### config.mk
export PLATFORM = sky130hd
export DESIGN_NAME = prio_arb_flat
export DESIGN_NICKNAME = d
export VERILOG_FILES = /design/src/rtl/prio_pkg.sv /design/src/rtl/prio_arb_if.sv /design/src/rtl/prio_find.sv /design/src/rtl/prio_arb.sv /design/src/flat_wrapper.sv
export SDC_FILE = /design/constraint.sdc
export NUM_CORES = 1
export LEC_CHECK = 0
export ABC_AREA = 0
export CORE_AREA = 2 2 69 71
export CTS_BUF_LIST = sky130_fd_sc_hd__clkbuf_8 sky130_fd_sc_hd__clkbuf_16
export DETAILED_ROUTE_END_ITERATION = 8
export DIE_AREA = 0 0 71 73
export DONT_BUFFER_PORTS = 1
export PLACE_DENSITY_LB_ADDON = 0.3
export RECOVER_POWER = 50
export SLEW_MARGIN = 20
export SYNTH_ARGS = -nofsm -noshare
export SYNTH_HDL_FRONTEND = slang
export SYNTH_SLANG_ARGS = --single-unit
### constraint.sdc
create_clock -name clk -period 1.93 [get_ports clk]
set_input_delay 0.0965 -clock clk [delete_from_list [all_inputs] [get_ports clk]]
set_output_delay 0.0965 -clock clk [all_outputs]
set_load 0.005 [all_outputs]
### src/rtl/prio_pkg.sv
// Shared constants and helpers for the priority arbiter slice.
package prio_pkg;

  localparam logic PRIO_FIXED = 1'b0;
  localparam logic PRIO_RR    = 1'b1;

  function automatic int idx_w(input int n);
    return $clog2(n);
  endfunction

endpackage

### src/rtl/prio_arb_if.sv
// Request/grant bundle between a requester block and the arbiter.
interface prio_arb_if #(
  parameter int N  = 8,
  parameter int CW = 16
);
  import prio_pkg::*;

  localparam int IW = idx_w(N);

  logic [N-1:0]  req;
  logic          rr_mode;
  logic          gnt_valid;
  logic          gnt_ready;
  logic [IW-1:0] gnt_idx;
  logic [N-1:0]  gnt_onehot;
  logic [CW-1:0] gnt_count;

  modport master (
    output req, rr_mode, gnt_ready,
    input  gnt_valid, gnt_idx, gnt_onehot, gnt_count
  );

  modport slave (
    input  req, rr_mode, gnt_ready,
    output gnt_valid, gnt_idx, gnt_onehot, gnt_count
  );

endinterface

### src/rtl/prio_find.sv
// Lowest-set-bit finder: reports whether any bit is set and the index of the lowest one.
module prio_find
  import prio_pkg::*;
#(
  parameter int N = 8,
  localparam int IW = idx_w(N)
) (
  input  logic [N-1:0]  vec,
  output logic          found,
  output logic [IW-1:0] idx
);

  // Scan downward so the lowest set bit is the last one to write idx.
  always_comb begin
    found = 1'b0;
    idx   = '0;
    for (int i = N - 1; i >= 0; i--) begin
      if (vec[i]) begin
        found = 1'b1;
        idx   = IW'(i);
      end
    end
  end

endmodule

### src/rtl/prio_arb.sv
// Fixed-priority / round-robin arbiter with a one-deep registered grant stage
// and a saturating accepted-grant counter.
module prio_arb
  import prio_pkg::*;
#(
  parameter int N  = 8,
  parameter int CW = 16,
  localparam int IW = idx_w(N)
) (
  input  logic       clk,
  input  logic       rst_n,
  prio_arb_if.slave  bus
);

  localparam logic [CW-1:0] CNT_MAX = '1;
  localparam logic [IW-1:0] LAST_IDX = IW'(N - 1);

  logic [IW-1:0] ptr;
  logic [N-1:0]  masked_req;
  logic          found_m, found_u;
  logic [IW-1:0] idx_m, idx_u;
  logic [IW-1:0] winner;
  logic          load;

  logic          gnt_valid_q;
  logic [IW-1:0] gnt_idx_q;
  logic [N-1:0]  gnt_onehot_q;
  logic [CW-1:0] gnt_count_q;

  // Round-robin search window: only requesters at or above the pointer.
  always_comb begin
    masked_req = '0;
    for (int i = 0; i < N; i++) begin
      masked_req[i] = bus.req[i] && (i >= int'(ptr));
    end
  end

  prio_find #(.N(N)) u_find_masked (
    .vec   (masked_req),
    .found (found_m),
    .idx   (idx_m)
  );

  prio_find #(.N(N)) u_find_all (
    .vec   (bus.req),
    .found (found_u),
    .idx   (idx_u)
  );

  always_comb begin
    winner = idx_u;
    if (bus.rr_mode == PRIO_RR && found_m) begin
      winner = idx_m;
    end
  end

  assign load = !gnt_valid_q || bus.gnt_ready;

  // Grant register: reloads only when empty or being accepted this cycle.
  always_ff @(posedge clk or negedge rst_n) begin
    if (!rst_n) begin
      gnt_valid_q  <= 1'b0;
      gnt_idx_q    <= '0;
      gnt_onehot_q <= '0;
      ptr          <= '0;
    end else if (load) begin
      if (found_u) begin
        gnt_valid_q  <= 1'b1;
        gnt_idx_q    <= winner;
        gnt_onehot_q <= N'(1) << winner;
        if (bus.rr_mode == PRIO_RR) begin
          ptr <= (winner == LAST_IDX) ? '0 : winner + IW'(1);
        end
      end else begin
        gnt_valid_q  <= 1'b0;
        gnt_onehot_q <= '0;
      end
    end
  end

  always_ff @(posedge clk or negedge rst_n) begin
    if (!rst_n) begin
      gnt_count_q <= '0;
    end else if (gnt_valid_q && bus.gnt_ready && gnt_count_q != CNT_MAX) begin
      gnt_count_q <= gnt_count_q + CW'(1);
    end
  end

  assign bus.gnt_valid  = gnt_valid_q;
  assign bus.gnt_idx    = gnt_idx_q;
  assign bus.gnt_onehot = gnt_onehot_q;
  assign bus.gnt_count  = gnt_count_q;

endmodule

### src/flat_wrapper.sv
// flat-port wrapper written by rule: the top's interface ports become plain ports
module prio_arb_flat import prio_pkg::*;
#(
  parameter int N  = 8,
  parameter int CW = 16,
  localparam int IW = idx_w(N)
)
  (clk, rst_n, bus_req, bus_rr_mode, bus_gnt_ready, bus_gnt_valid, bus_gnt_idx, bus_gnt_onehot, bus_gnt_count);
  prio_arb_if #(.N(N), .CW(CW)) bus_i ();
  input  logic clk;
  input  logic rst_n;
  input wire logic [$bits(bus_i.req)-1:0] bus_req;
  input wire logic [$bits(bus_i.rr_mode)-1:0] bus_rr_mode;
  input wire logic [$bits(bus_i.gnt_ready)-1:0] bus_gnt_ready;
  output wire logic [$bits(bus_i.gnt_valid)-1:0] bus_gnt_valid;
  output wire logic [$bits(bus_i.gnt_idx)-1:0] bus_gnt_idx;
  output wire logic [$bits(bus_i.gnt_onehot)-1:0] bus_gnt_onehot;
  output wire logic [$bits(bus_i.gnt_count)-1:0] bus_gnt_count;
  assign bus_i.req = bus_req;
  assign bus_i.rr_mode = bus_rr_mode;
  assign bus_i.gnt_ready = bus_gnt_ready;
  assign bus_gnt_valid = bus_i.gnt_valid;
  assign bus_gnt_idx = bus_i.gnt_idx;
  assign bus_gnt_onehot = bus_i.gnt_onehot;
  assign bus_gnt_count = bus_i.gnt_count;
  prio_arb #(.N(N), .CW(CW)) u_core (.clk(clk), .rst_n(rst_n), .bus(bus_i));
endmodule
Word-level counts from Yosys, hierarchy flattened --
Cells that the tools add are included.
Storage, ports and cells: register bits after elaboration 31, bits of input ports 12, output and inout port bits 28, logic and storage cells 65
Cells by class: add/sub/neg operators 2, $lt $le $gt $ge 7, equal/unequal tests 2, shift-type cells 1, mux-type cells 34, reductions and logical operators 14
Operator list (number):
- two-way mux 3 bit | 17
- adder 16 x 1 -> 16 bit, second input constant | 1
- two-way mux 1 bit | 16
- != test 16 bit, second input constant | 1
- logical AND 1 bit | 10
- >= comparator 3 bit, first input constant | 3
- two-way mux 8 bit | 1
- << shifter 1 x 3 -> 8 bit, first input constant | 1
- >= comparator 1 x 3 -> 1 bit, first input constant | 2
- >= comparator 2 x 3 -> 1 bit, first input constant | 2
- adder 3 x 1 -> 3 bit, second input constant | 1
- == test 3 bit, second input constant | 1
- AND reduction 3 bit | 1
- AND reduction 2 bit | 1
- logical NOT 1 bit | 1
- logical OR 1 bit | 1

Logic depth before layout (Yosys ltp) --
Gate-level depths: netlist of the first run.
depth in word-level cells 13, mapped depth 8, mapped depth without buffers 7

Hierarchy --
A second synthesis of the first run with hierarchy kept.
Unflattened totals: cell total of the unflattened synthesis 158, area total of the unflattened synthesis 1647.8 um^2
By module, submodules not included:
- prio_arb | instances 1, cells an instance 132, area an instance 1487.7 um^2, sequential area each 775.7 um^2
- prio_find | instances 2, cells an instance 13, area an instance 80.1 um^2, sequential area each 0.0 um^2

Least setup slack after synthesis of the first run --
Ideal clock, no wire load.
kind reg2reg, start point register u_core.ptr[1], end point register u_core.ptr[2], setup time 0.083 ns, arrival time 1.881 ns, data required time 1.847 ns, setup slack -0.034 ns, cell stages (with the launch flop) 9, path buffers 1, clock period less this slack 1.964 ns, cells stage by stage dfrtp_1 > buf_2 > a21boi_1 > o21bai_2 > a41oi_2 > mux2i_2 > ha_1 > ha_1 > o21ai_0
On the way: longest elaborated chain between the ends 13
Ends and longest elaborated chain:
- start, declared | line prio_arb.sv:18 | logic [IW-1:0] ptr;
- start signal, assigned | line prio_arb.sv:72 | ptr <= (winner == LAST_IDX) ? '0 : winner + IW'(1);
- >= comparator 3 bit | line prio_arb.sv:34 | masked_req[i] = bus.req[i] && (i >= int'(ptr));
- logical AND 1 bit | line prio_arb.sv:34
- two-way mux 1 bit (7 in series) | line prio_find.sv:18 | if (vec[i]) begin
- logical AND 1 bit | line prio_arb.sv:52 | if (bus.rr_mode == PRIO_RR && found_m) begin
- two-way mux 3 bit * | line prio_arb.sv:52
- named net u_core.winner[0] | line prio_arb.sv:22 | logic [IW-1:0] winner;
- adder 3 x 1 -> 3 bit or == test 3 bit (tied branches) | line prio_arb.sv:72
- two-way mux 3 bit * | line prio_arb.sv:72
Mark *: on every way through the listed nets, which the timed path passes. The rest lies on a longest branch. A chain may end at the register's enable or synchronous reset.

Final worst setup path of the first run --
start point register u_core.ptr[1], end point register u_core.gnt_onehot_q[7] (netlist: u_core.bus.gnt_onehot[7])
On the way: longest elaborated chain between the ends 13
Ends and longest elaborated chain:
- >= comparator 3 bit | line prio_arb.sv:34
- logical AND 1 bit | line prio_arb.sv:34
- two-way mux 1 bit (7 in series) | line prio_find.sv:18
- logical AND 1 bit | line prio_arb.sv:52
- two-way mux 3 bit * | line prio_arb.sv:52
- named net u_core.winner[0] | line prio_arb.sv:22
- << shifter 1 x 3 -> 8 bit * | line prio_arb.sv:70 | gnt_onehot_q <= N'(1) << winner;
- two-way mux 8 bit * | line prio_arb.sv:67 | if (found_u) begin
- end signal, assigned | line prio_arb.sv:70
- end, declared | line prio_arb.sv:27 | logic [N-1:0] gnt_onehot_q;
Marked as above.

==> results.json, run 1 <==
{
  "cap_violations": 0,
  "avgSynthCellArea_um2": 10.89,
  "path_max_fanout": 7,
  "clock-sinks": 31,
  "total_power_mw": 2.185,
  "post-dp-hpwl_um": 2662,
  "min_path_type": "primary input to register",
  "syn_to_final_growth_pct": 21.68,
  "p_leak_nw": 0.9246,
  "drive_gt1_frac": 0.3135,
  "cts_tree": "yes",
  "cts_htree_levels": 2,
  "die_h_um": 73,
  "avgViaCountPerCell": 5.527,
  "core-area_mm2": 0.004536,
  "critical_path_arrival_ns": 2.15,
  "pin_count": 40,
  "synthCells": 159,
  "violations": "setup timing",
  "final_cell_mix": "dfrtp_1 (28), buf_4 (16), nand2_1 (12)",
  "fin_nets": 203,
  "worst-setup-path-type": "register to register",
  "power_density_mw_per_mm2": 1037,
  "netlist_area_mm2": 0.001732,
  "irDropWorstVdd_v": 0.0005255,
  "clkTransAtPathRegs_ns": 0.06,
  "cts_made_buffers": 5,
  "yosysTopAreaCell": "dfrtp_1",
  "status": "complete, but fails checks",
  "grt_pass1_wl_um": 6147,
  "yosysWarnings": 0,
  "die-width_um": 71,
  "port_buffers": 0,
  "final_hold_viol_count": 0,
  "num_vias": 1321,
  "ant_nets": 0,
  "antennaDiodeCount": 0,
  "std_cell_rows": 25,
  "grt_max_degree": 32,
  "n_fill_cell": 419,
  "clk_latency_ns": 0.28,
  "ys_ff_latch": 31,
  "synth_edf_count": 0,
  "grtUsageTotal": 0.1505,
  "period_minus_slack_ns": 1.993,
  "synth_cell_types": 48,
  "start_kind": "register",
  "fmax_ghz": 0.5017,
  "grt_pass1_vias": 1378,
  "place_congestion": 0.7471,
  "setup_ws_ns": -0.06318,
  "synth_ff_type": "dfrtp_1",
  "rsz0062_at_grt": "yes",
  "route.detailed.wl_per_inst_um": 15.56,
  "final_common_cell": "dfrtp_1",
  "synth_area_leaders": "dfrtp_1 (45%), xnor2_1 (5.6%), ha_1 (5.1%), a32o_1 (3.5%), nand2_1 (2.6%)",
  "tightest_slew_ns": 1.332,
  "drt_iter0_drc": 53,
  "post-place-ws_ns": -0.09144,
  "clk_path_buf_depth": 2,
  "antenna_found_initial": 0,
  "maxSlewViolCount": 0,
  "yosysSeqAreaShare": 0.4480,
  "setup_viol": 11,
  "async_flop_share": 1.000,
  "first_pass_iters": 4,
  "cts-root-buf": "clkbuf_8",
  "grt_overflow": 0,
  "syn_nets": 178,
  "synth.top_cell.area_share": 0.4480,
  "whs_path_depth": 3,
  "initial_core_util": 0.3818,
  "drc": 0,
  "worst_ep_required_time_ns": 2.09,
  "fin_crit_sh": 1.033,
  "critPathCaptureType": "register",
  "clock_skew_ns": 0.008491,
  "rr_worst_depth": 8,
  "drt_wl_total_um": 3718,
  "maxSlewHeadroom": 0.1119,
  "dieArea_mm2": 0.005183
}
cells in the mapped netlist, types with 2 or more instances:
cell / instances
a21o_2: 2
o21ai_1: 2
nand4_1: 6
inv_1: 4
a21oi_1: 3
nand2_1: 12
xnor2_1: 11
dfrtp_1: 31
nand3_1: 7
nor2b_1: 3
o21bai_1: 2
nor2_1: 7
nor3b_1: 2
o21ai_0: 4
ha_1: 7
xor2_1: 4
nand2b_1: 5
mux2_2: 2
mux2_4: 2
nor3_1: 2
a22o_1: 2
a32o_1: 6
and3_1: 5
buf_2: 4
kinds of logic after synthesis:
logic type | synth area share
AND/OR/NAND/NOR | 0.1843
AO/OA/AOI/OAI | 0.1806
flip-flops | 0.4480
XOR/XNOR | 0.07586
buffers and inverters | 0.02239
adder cells (fa/ha/maj) | 0.05058
multiplexers | 0.03829
worst max-delay path, stage by stage, from the launching register on:
cell	delay, ns
dfrtp_2	0.47
buf_4	0.17
nor3b_2	0.17
o21bai_1	0.09
a32oi_1	0.24
mux2i_2	0.15
ha_2	0.22
ha_2	0.18
a22o_1	0.20
flip-flops by register name, indices dropped and copies added (netlist names):
register / cells
u_core.bus.gnt_onehot: 8
u_core.bus.gnt_valid: 1
u_core.ptr: 3
u_core.bus.gnt_idx: 3
u_core.bus.gnt_count: 16
what timing repair did:
item                       in CTS  in global routing
hold endpoints to repair       33                  0
setup endpoints to repair      11                 11
hold buffers                    5                  0
gates cloned                    0                  0
resized for setup               9                 10
buffers inserted                7                  0
pin swaps                       7                  5
metal layers:
layer | vias to the layer above | routed length (µm) | track usage
met5 | - | 0 | 0
met4 | 0 | 51 | 0.04822
met3 | 8 | 231 | 0.07459
met2 | 33 | 1981 | 0.2721
met1 | 647 | 1454 | 0.1517
li1 | 633 | - | -
cell type report:
cell class	instances	area, µm²	share of cell area
multi-input combinational	119	975.9	0.4632
sequential	31	779.5	0.3700
timing repair buffer	22	183.9	0.08729
clock buffer	5	68.82	0.03266
tap	54	67.56	0.03207
inverter	5	18.77	0.008907
clock inverter	3	12.51	0.005938
power by group:
part	internal (mW)	switching (mW)
sequential	0.798	0.197
clock	0.242	0.224
combinational	0.400	0.324
total	1.44	0.745
path summary, 6_finish.rpt:
check                                           end                startpoint  slack, ns
max in group asynchronous             u_core.ptr[1]                     rst_n       0.30
max reg2reg                u_core.bus.gnt_onehot[7]             u_core.ptr[1]      -0.06
max                        u_core.bus.gnt_onehot[7]             u_core.ptr[1]      -0.06
min reg2reg                u_core.bus.gnt_count[15]  u_core.bus.gnt_count[15]       0.51
min in group asynchronous   u_core.bus.gnt_count[3]                     rst_n       0.73
min                            u_core.bus.gnt_valid                bus_req[4]       0.10
stage by stage:
stage / std cells / util / hold WS [ns] / cell area, µm² / setup TNS [ns]
after global placement: 219 / 0.4102 / -0.1983 / 1861 / -0.3376
after CTS: 239 / 0.4579 / 0.09653 / 2077 / -0.2604
after floorplan: 159 / - / -0.1991 / 1747 / 0
final: 239 / 0.4646 / 0.1005 / 2107 / -0.4349
after detailed placement: 219 / 0.4102 / -0.1984 / 1861 / -0.7547
after global routing: 239 / 0.4646 / 0.1019 / 2107 / -1.549
(Power assumes the default switching activity.)
==> run 2, diff against run 1 <==
--- a/config.mk
+++ b/config.mk
@@ -8,11 +8,13 @@
 export ABC_AREA = 0
 export CORE_AREA = 2 2 69 71
 export CTS_BUF_LIST = sky130_fd_sc_hd__clkbuf_8 sky130_fd_sc_hd__clkbuf_16
+export CTS_CLUSTER_SIZE = 10
 export DETAILED_ROUTE_END_ITERATION = 8
 export DIE_AREA = 0 0 71 73
 export DONT_BUFFER_PORTS = 1
 export PLACE_DENSITY_LB_ADDON = 0.3
 export RECOVER_POWER = 50
+export SKIP_CTS_REPAIR_TIMING = 1
 export SLEW_MARGIN = 20
 export SYNTH_ARGS = -nofsm -noshare
 export SYNTH_HDL_FRONTEND = slang
==> run 2 against run 1 <==
Against the previous run:
- the run still ends with setup timing left
- total power shrank 4.0%
- hold slack worse by 0.087 ns
- sequential cell count did not move
- critical path depth is 1 lower
- clock skew grew 0.00062 ns
- largest cell class unchanged
- sequential power fell by 0.8%
- combinational power down 11%
- fmax fell by 1.0%
- non-clock buffer count shrank 6
- sequential share of layout area grew 1.2 points
- cell count shrank 2.5%
- first-iteration DRC count shrank 21%
==> results.json, run 2 (synthesized netlist as in run 1, its figures left out) <==
{
  "violations": "setup timing",
  "cts_tree": "yes",
  "cts-root-buf": "clkbuf_8",
  "setup_viol": 11,
  "final_hold_viol_count": 0,
  "avgViaCountPerCell": 5.592,
  "clkTransAtPathRegs_ns": 0.06,
  "syn_to_final_growth_pct": 17.70,
  "drive_gt1_frac": 0.2626,
  "worst_path_max_delay_cell": "dfrtp_2",
  "clk_latency_ns": 0.28,
  "hp-start": "bus_rr_mode",
  "setup_ws_ns": -0.08352,
  "cts_made_buffers": 5,
  "final_util": 0.4494,
  "fmax_ghz": 0.4966,
  "initial_core_util": 0.3818,
  "die-width_um": 71,
  "port_buffers": 0,
  "min_path_type": "primary input to register",
  "std_cell_rows": 25,
  "antennaDiodeCount": 0,
  "drt_iter0_drc": 42,
  "place_congestion": 0.7471,
  "final_cell_mix": "dfrtp_1 (28), nand2_1 (12), xnor2_1 (11), buf_4 (11)",
  "first_pass_iters": 4,
  "grt_pass1_wl_um": 5961,
  "final_common_cell": "dfrtp_1",
  "r2r_slack_ns": -0.08,
  "fin_nets": 197,
  "irDropWorstVdd_v": 0.0005184,
  "route.detailed.wl_per_inst_um": 15.31,
  "ant_nets": 0,
  "drc": 0,
  "clock-sinks": 31,
  "cts_htree_levels": 2,
  "clock_skew_ns": 0.009111,
  "clk_path_buf_depth": 2,
  "cp_cell_sequence": "a21boi_2, o21bai_2, a41oi_2, mux2i_2, ha_2, ha_4, o21ai_2",
  "worst_ep_required_time_ns": 2.13,
  "cpLargestDelayFamily": "compound AO/OA/AOI/OAI gates",
  "antenna_found_initial": 0,
  "worst-setup-path-type": "register to register",
  "rsz0062_at_grt": "yes",
  "critPathLaunch": "u_core.ptr[0]",
  "period_minus_slack_ns": 2.014,
  "grt_overflow": 0,
  "critPathMaxStageDelay_ns": 0.47,
  "grt_max_degree": 32,
  "pin_count": 40,
  "core-area_mm2": 0.004536,
  "largest_reg_flops": 16,
  "drt_wl_total_um": 3567,
  "critical_path_buf_inv_count": 0,
  "die_h_um": 73,
  "cap_violations": 0,
  "status": "complete, but fails checks",
  "power_density_mw_per_mm2": 1029,
  "grtUsageTotal": 0.1446,
  "critPathCaptureType": "register",
  "maxSlewHeadroom": 0.1042,
  "r2r-start": "u_core.ptr[0]",
  "maxSlewViolCount": 0,
  "start_kind": "register",
  "post-dp-hpwl_um": 2662,
  "num_vias": 1303,
  "post-place-ws_ns": -0.09144,
  "grt_pass1_vias": 1316,
  "path_max_fanout": 8,
  "fin_crit_sh": 1.043,
  "tightest_slew_ns": 1.344,
  "critical_path_arrival_ns": 2.22,
  "dieArea_mm2": 0.005183,
  "p_leak_nw": 0.8864
}
## run 2: where the power goes
part	internal (mW)	total, mW	switching [mW]
clock	0.242	0.463	0.222
combinational	0.349	0.646	0.297
sequential	0.798	0.988	0.190
## run 2: layout make-up
class	count	area [µm²]
clock buffers	5	68.82
repair buffers	16	130.1
inverters	5	18.77
flip-flops and latches	31	779.5
fillers	423	2497
multi-input cells	119	960.9
clock inverters	3	12.51
well taps	54	67.56
## run 2: metrics by stage
| stage | total power, mW | cells | TNS, ns | area, µm² | hold WS [ns] |
|---|---|---|---|---|---|
| finish | 2.098 | 233 | -0.4717 | 2038 | 0.01388 |
| global route | 2.253 | 233 | -1.628 | 2038 | 0.01435 |
| CTS | 2.054 | 227 | -1.083 | 1942 | -0.5037 |
| detailed placement | 1.578 | 219 | -0.7547 | 1861 | -0.1984 |
| global placement | 1.548 | 219 | -0.3376 | 1861 | -0.1983 |
| floorplan | 1.384 | 159 | 0 | 1747 | -0.1991 |
## run 2: final timing paths
check	to	cells after the start
min	u_core.ptr[2]	2
max reg2reg	u_core.ptr[2]	7
max in group asynchronous	u_core.ptr[1]	2
min in group asynchronous	u_core.bus.gnt_count[3]	2
max	u_core.ptr[2]	7
min reg2reg	u_core.bus.gnt_count[15]	1
## run 2: worst register-to-register path, cell delays in order (launching register included)
cell and delay [ns]:
dfrtp_2 0.47, a21boi_2 0.19, o21bai_2 0.10, a41oi_2 0.25, mux2i_2 0.34, ha_2 0.28
ha_4 0.21, o21ai_2 0.09
## run 2: per-layer routing
| metal | vias to the layer above | wire length (µm) | track usage |
|---|---|---|---|
| met5 | - | 0 | 0 |
| met4 | 0 | 45 | 0.04403 |
| met3 | 8 | 252 | 0.07735 |
| met2 | 35 | 1835 | 0.2586 |
| met1 | 639 | 1432 | 0.1457 |
| li1 | 621 | - | - |
==> run 3, diff against run 2 <==
--- a/config.mk
+++ b/config.mk
@@ -5,16 +5,17 @@
 export SDC_FILE = /design/constraint.sdc
 export NUM_CORES = 1
 export LEC_CHECK = 0
-export ABC_AREA = 0
-export CORE_AREA = 2 2 69 71
+export ABC_AREA = 1
+export CORE_AREA = 2 2 71 73
 export CTS_BUF_LIST = sky130_fd_sc_hd__clkbuf_8 sky130_fd_sc_hd__clkbuf_16
 export CTS_CLUSTER_SIZE = 10
 export DETAILED_ROUTE_END_ITERATION = 8
-export DIE_AREA = 0 0 71 73
+export DIE_AREA = 0 0 73 75
 export DONT_BUFFER_PORTS = 1
 export PLACE_DENSITY_LB_ADDON = 0.3
 export RECOVER_POWER = 50
 export SKIP_CTS_REPAIR_TIMING = 1
+export SKIP_LAST_GASP = 1
 export SLEW_MARGIN = 20
 export SYNTH_ARGS = -nofsm -noshare
 export SYNTH_HDL_FRONTEND = slang
==> run 3 against run 2 <==
Against the previous run:
- the run now ends clean
- die area rose by 5.6%
- combinational power down 7.1%
- largest cell class unchanged
- critical path type unchanged
- via count up 10%
- fmax is 8.9% higher
==> results.json, run 3 <==
{
  "maxSlewHeadroom": 0.7802,
  "synthAdderAreaFrac": 0.04775,
  "setup_viol": 0,
  "clk_latency_ns": 0.28,
  "port_buffers": 0,
  "async_flop_share": 1.000,
  "grt_overflow": 0,
  "antenna_found_initial": 0,
  "std_cell_rows": 25,
  "grtUsageTotal": 0.1543,
  "cts-root-buf": "clkbuf_8",
  "period_minus_slack_ns": 1.849,
  "met2_usage": 0.2593,
  "final_cell_mix": "nand2_1 (53), dfrtp_1 (28), inv_1 (27)",
  "cts_tree": "yes",
  "r2r-start": "u_core.ptr[1]",
  "largest_reg_flops": 16,
  "dpl.cell_count": 284,
  "whs_ns": 0.1106,
  "critical_path_buf_inv_count": 3,
  "drt_wl_total_um": 3861,
  "first_pass_iters": 4,
  "cpMostUsedCell": "nand2_1",
  "die_h_um": 75,
  "route.detailed.wl_per_inst_um": 13.09,
  "netlist_area_mm2": 0.001834,
  "synth_top_cells_by_count": "nand2_1 (56), dfrtp_1 (31), inv_1 (28), nor2_1 (20), nand3_1 (14)",
  "cts_htree_levels": 2,
  "yosysMostFrequentCell": "nand2_1",
  "start_kind": "register",
  "use_met3": 0.05489,
  "cp_cell_sequence": "inv_2, nand2_2, a21oi_4, inv_1, nand2_1, nand2_1, nand2_1, nand2_1, nand2_2, nand2_4, buf_4, ha_1, o21ai_1",
  "min_path_type": "primary input to register",
  "fmax_ghz": 0.5408,
  "synth_top_family_by_area": "simple AND/OR/NAND/NOR gates",
  "busiest_layer": "met2",
  "ys_ff_latch": 31,
  "critPathMaxStageDelay_ns": 0.45,
  "cts_made_buffers": 5,
  "maxSlewViolCount": 0,
  "r2r-end": "u_core.ptr[1]",
  "tns_ns": 0,
  "core-area_mm2": 0.004661,
  "synth_edf_count": 0,
  "path_max_fanout": 6,
  "ant_nets": 0,
  "rsz0062_at_grt": "yes",
  "worst_ep_required_time_ns": 2.13,
  "critPathCaptureType": "register",
  "synth_ff_type": "dfrtp_1",
  "synth.top_cell.area_share": 0.4229,
  "clk_path_buf_depth": 2,
  "dieArea_mm2": 0.005475,
  "n_fill_cell": 463,
  "layout.cells.non_filler": 295,
  "synth_cell_types": 26,
  "die-width_um": 73,
  "synth_area_leaders": "dfrtp_1 (42%), nand2_1 (11%), xor2_1 (6.2%), inv_1 (5.7%), ha_1 (4.8%)",
  "critPathLaunch": "u_core.ptr[1]",
  "worst-setup-path-type": "register to register",
  "grt_max_degree": 32,
  "critical_path_arrival_ns": 2.05,
  "use_met1": 0.1860,
  "p_leak_nw": 1.048,
  "cpLargestDelayFamily": "flip-flops",
  "grt_pass1_wl_um": 6582,
  "syn_nets": 246,
  "syn_to_final_growth_pct": 15.96,
  "yosysSeqAreaShare": 0.4229,
  "avgViaCountPerCell": 4.878,
  "clock-sinks": 31,
  "pin_count": 40,
  "synthCells": 227,
  "clkTransAtPathRegs_ns": 0.07,
  "synthXorXnorAreaFrac": 0.07162,
  "drt_iter0_drc": 56,
  "worst_path_max_delay_cell": "dfrtp_2",
  "setup_ws_ns": 0.08089,
  "cap_violations": 0,
  "final_hold_viol_count": 0,
  "fin_crit_sh": 0.9581,
  "synth_compound_area_frac": 0.07844,
  "placed_cell_area_mm2": 0.001924,
  "post-dp-hpwl_um": 2902,
  "fin_nets": 259,
  "status": "completed",
  "fin_area_mm2": 0.002127,
  "avgSynthCellArea_um2": 8.080,
  "clock_skew_ns": 0.005040,
  "antennaDiodeCount": 0,
  "hold_end": "u_core.ptr[1]",
  "place_congestion": 0.8073,
  "power_density_mw_per_mm2": 1010,
  "initial_core_util": 0.3936,
  "yosysTopAreaCell": "dfrtp_1",
  "synthMuxAreaShare": 0,
  "tightest_slew_ns": 0.3272,
  "rr_worst_depth": 13,
  "drc": 0,
  "synthSimpleGateAreaFrac": 0.3076,
  "whs_path_depth": 2,
  "drive_gt1_frac": 0.2241,
  "final_common_cell": "nand2_1",
  "grt_pass1_vias": 1441,
  "yosysWarnings": 0,
  "hp-start": "bus_rr_mode",
  "irDropWorstVdd_v": 0.0003903,
  "post-place-ws_ns": -0.03926,
  "r2r_slack_ns": 0.08,
  "num_vias": 1439
}
run 3: cell count changes in the layout (fill, tap and decap cells not counted), sizes merged, moves of 9 or more:
cell and change:
nand2 +54, inv +27, nor2 +18, o21ai +13
nand3 +9, xnor2 -9, xor2 +9
run 3: routing by layer:
metal,vias up,part of all wire
met5,-,0
li1,741,-
met4,0,0.012
met3,7,0.052
met2,32,0.49
met1,659,0.45
run 3: kinds of logic after synthesis:
kind of cell / after synthesis
buffers and inverters: 34
and+or+nand+nor: 117
AOI/OAI and AO/OA: 23
DFF: 31
xor gates and xnor gates: 15
adders and majority gates: 7
run 3: metrics by stage:
stage / utilization / power [mW]
final: 0.4564 / 2.147
after CTS: 0.4344 / 2.108
after global placement: 0.4129 / 1.526
after floorplan: - / 1.378
after global routing: 0.4564 / 2.325
after detailed placement: 0.4129 / 1.531
run 3: worst max path at each step:
stage                                    end  cells past startpoint
global placement               u_core.ptr[2]                     13
global route                   u_core.ptr[0]                     15
detailed placement             u_core.ptr[2]                     13
CTS                            u_core.ptr[2]                     13
finish                         u_core.ptr[1]                     13
floorplan           u_core.bus.gnt_onehot[7]                     13
run 3: where the power goes:
group          internal, mW  switching [mW]  total (mW)  leakage (nW)
sequential            0.794           0.190       0.985         0.376
combinational         0.236           0.364       0.600         0.616
clock                 0.320           0.243       0.563        0.0557
run 3: cell type report:
class	count	area [µm²]	share of cell area
clock buffer	7	96.34	0.04529
clock inverter	1	3.754	0.001765
inverter	33	123.9	0.05824
multi-input combinational	162	985.9	0.4635
sequential	31	779.5	0.3665
tap	54	67.56	0.03176
timing repair buffer	7	70.07	0.03294
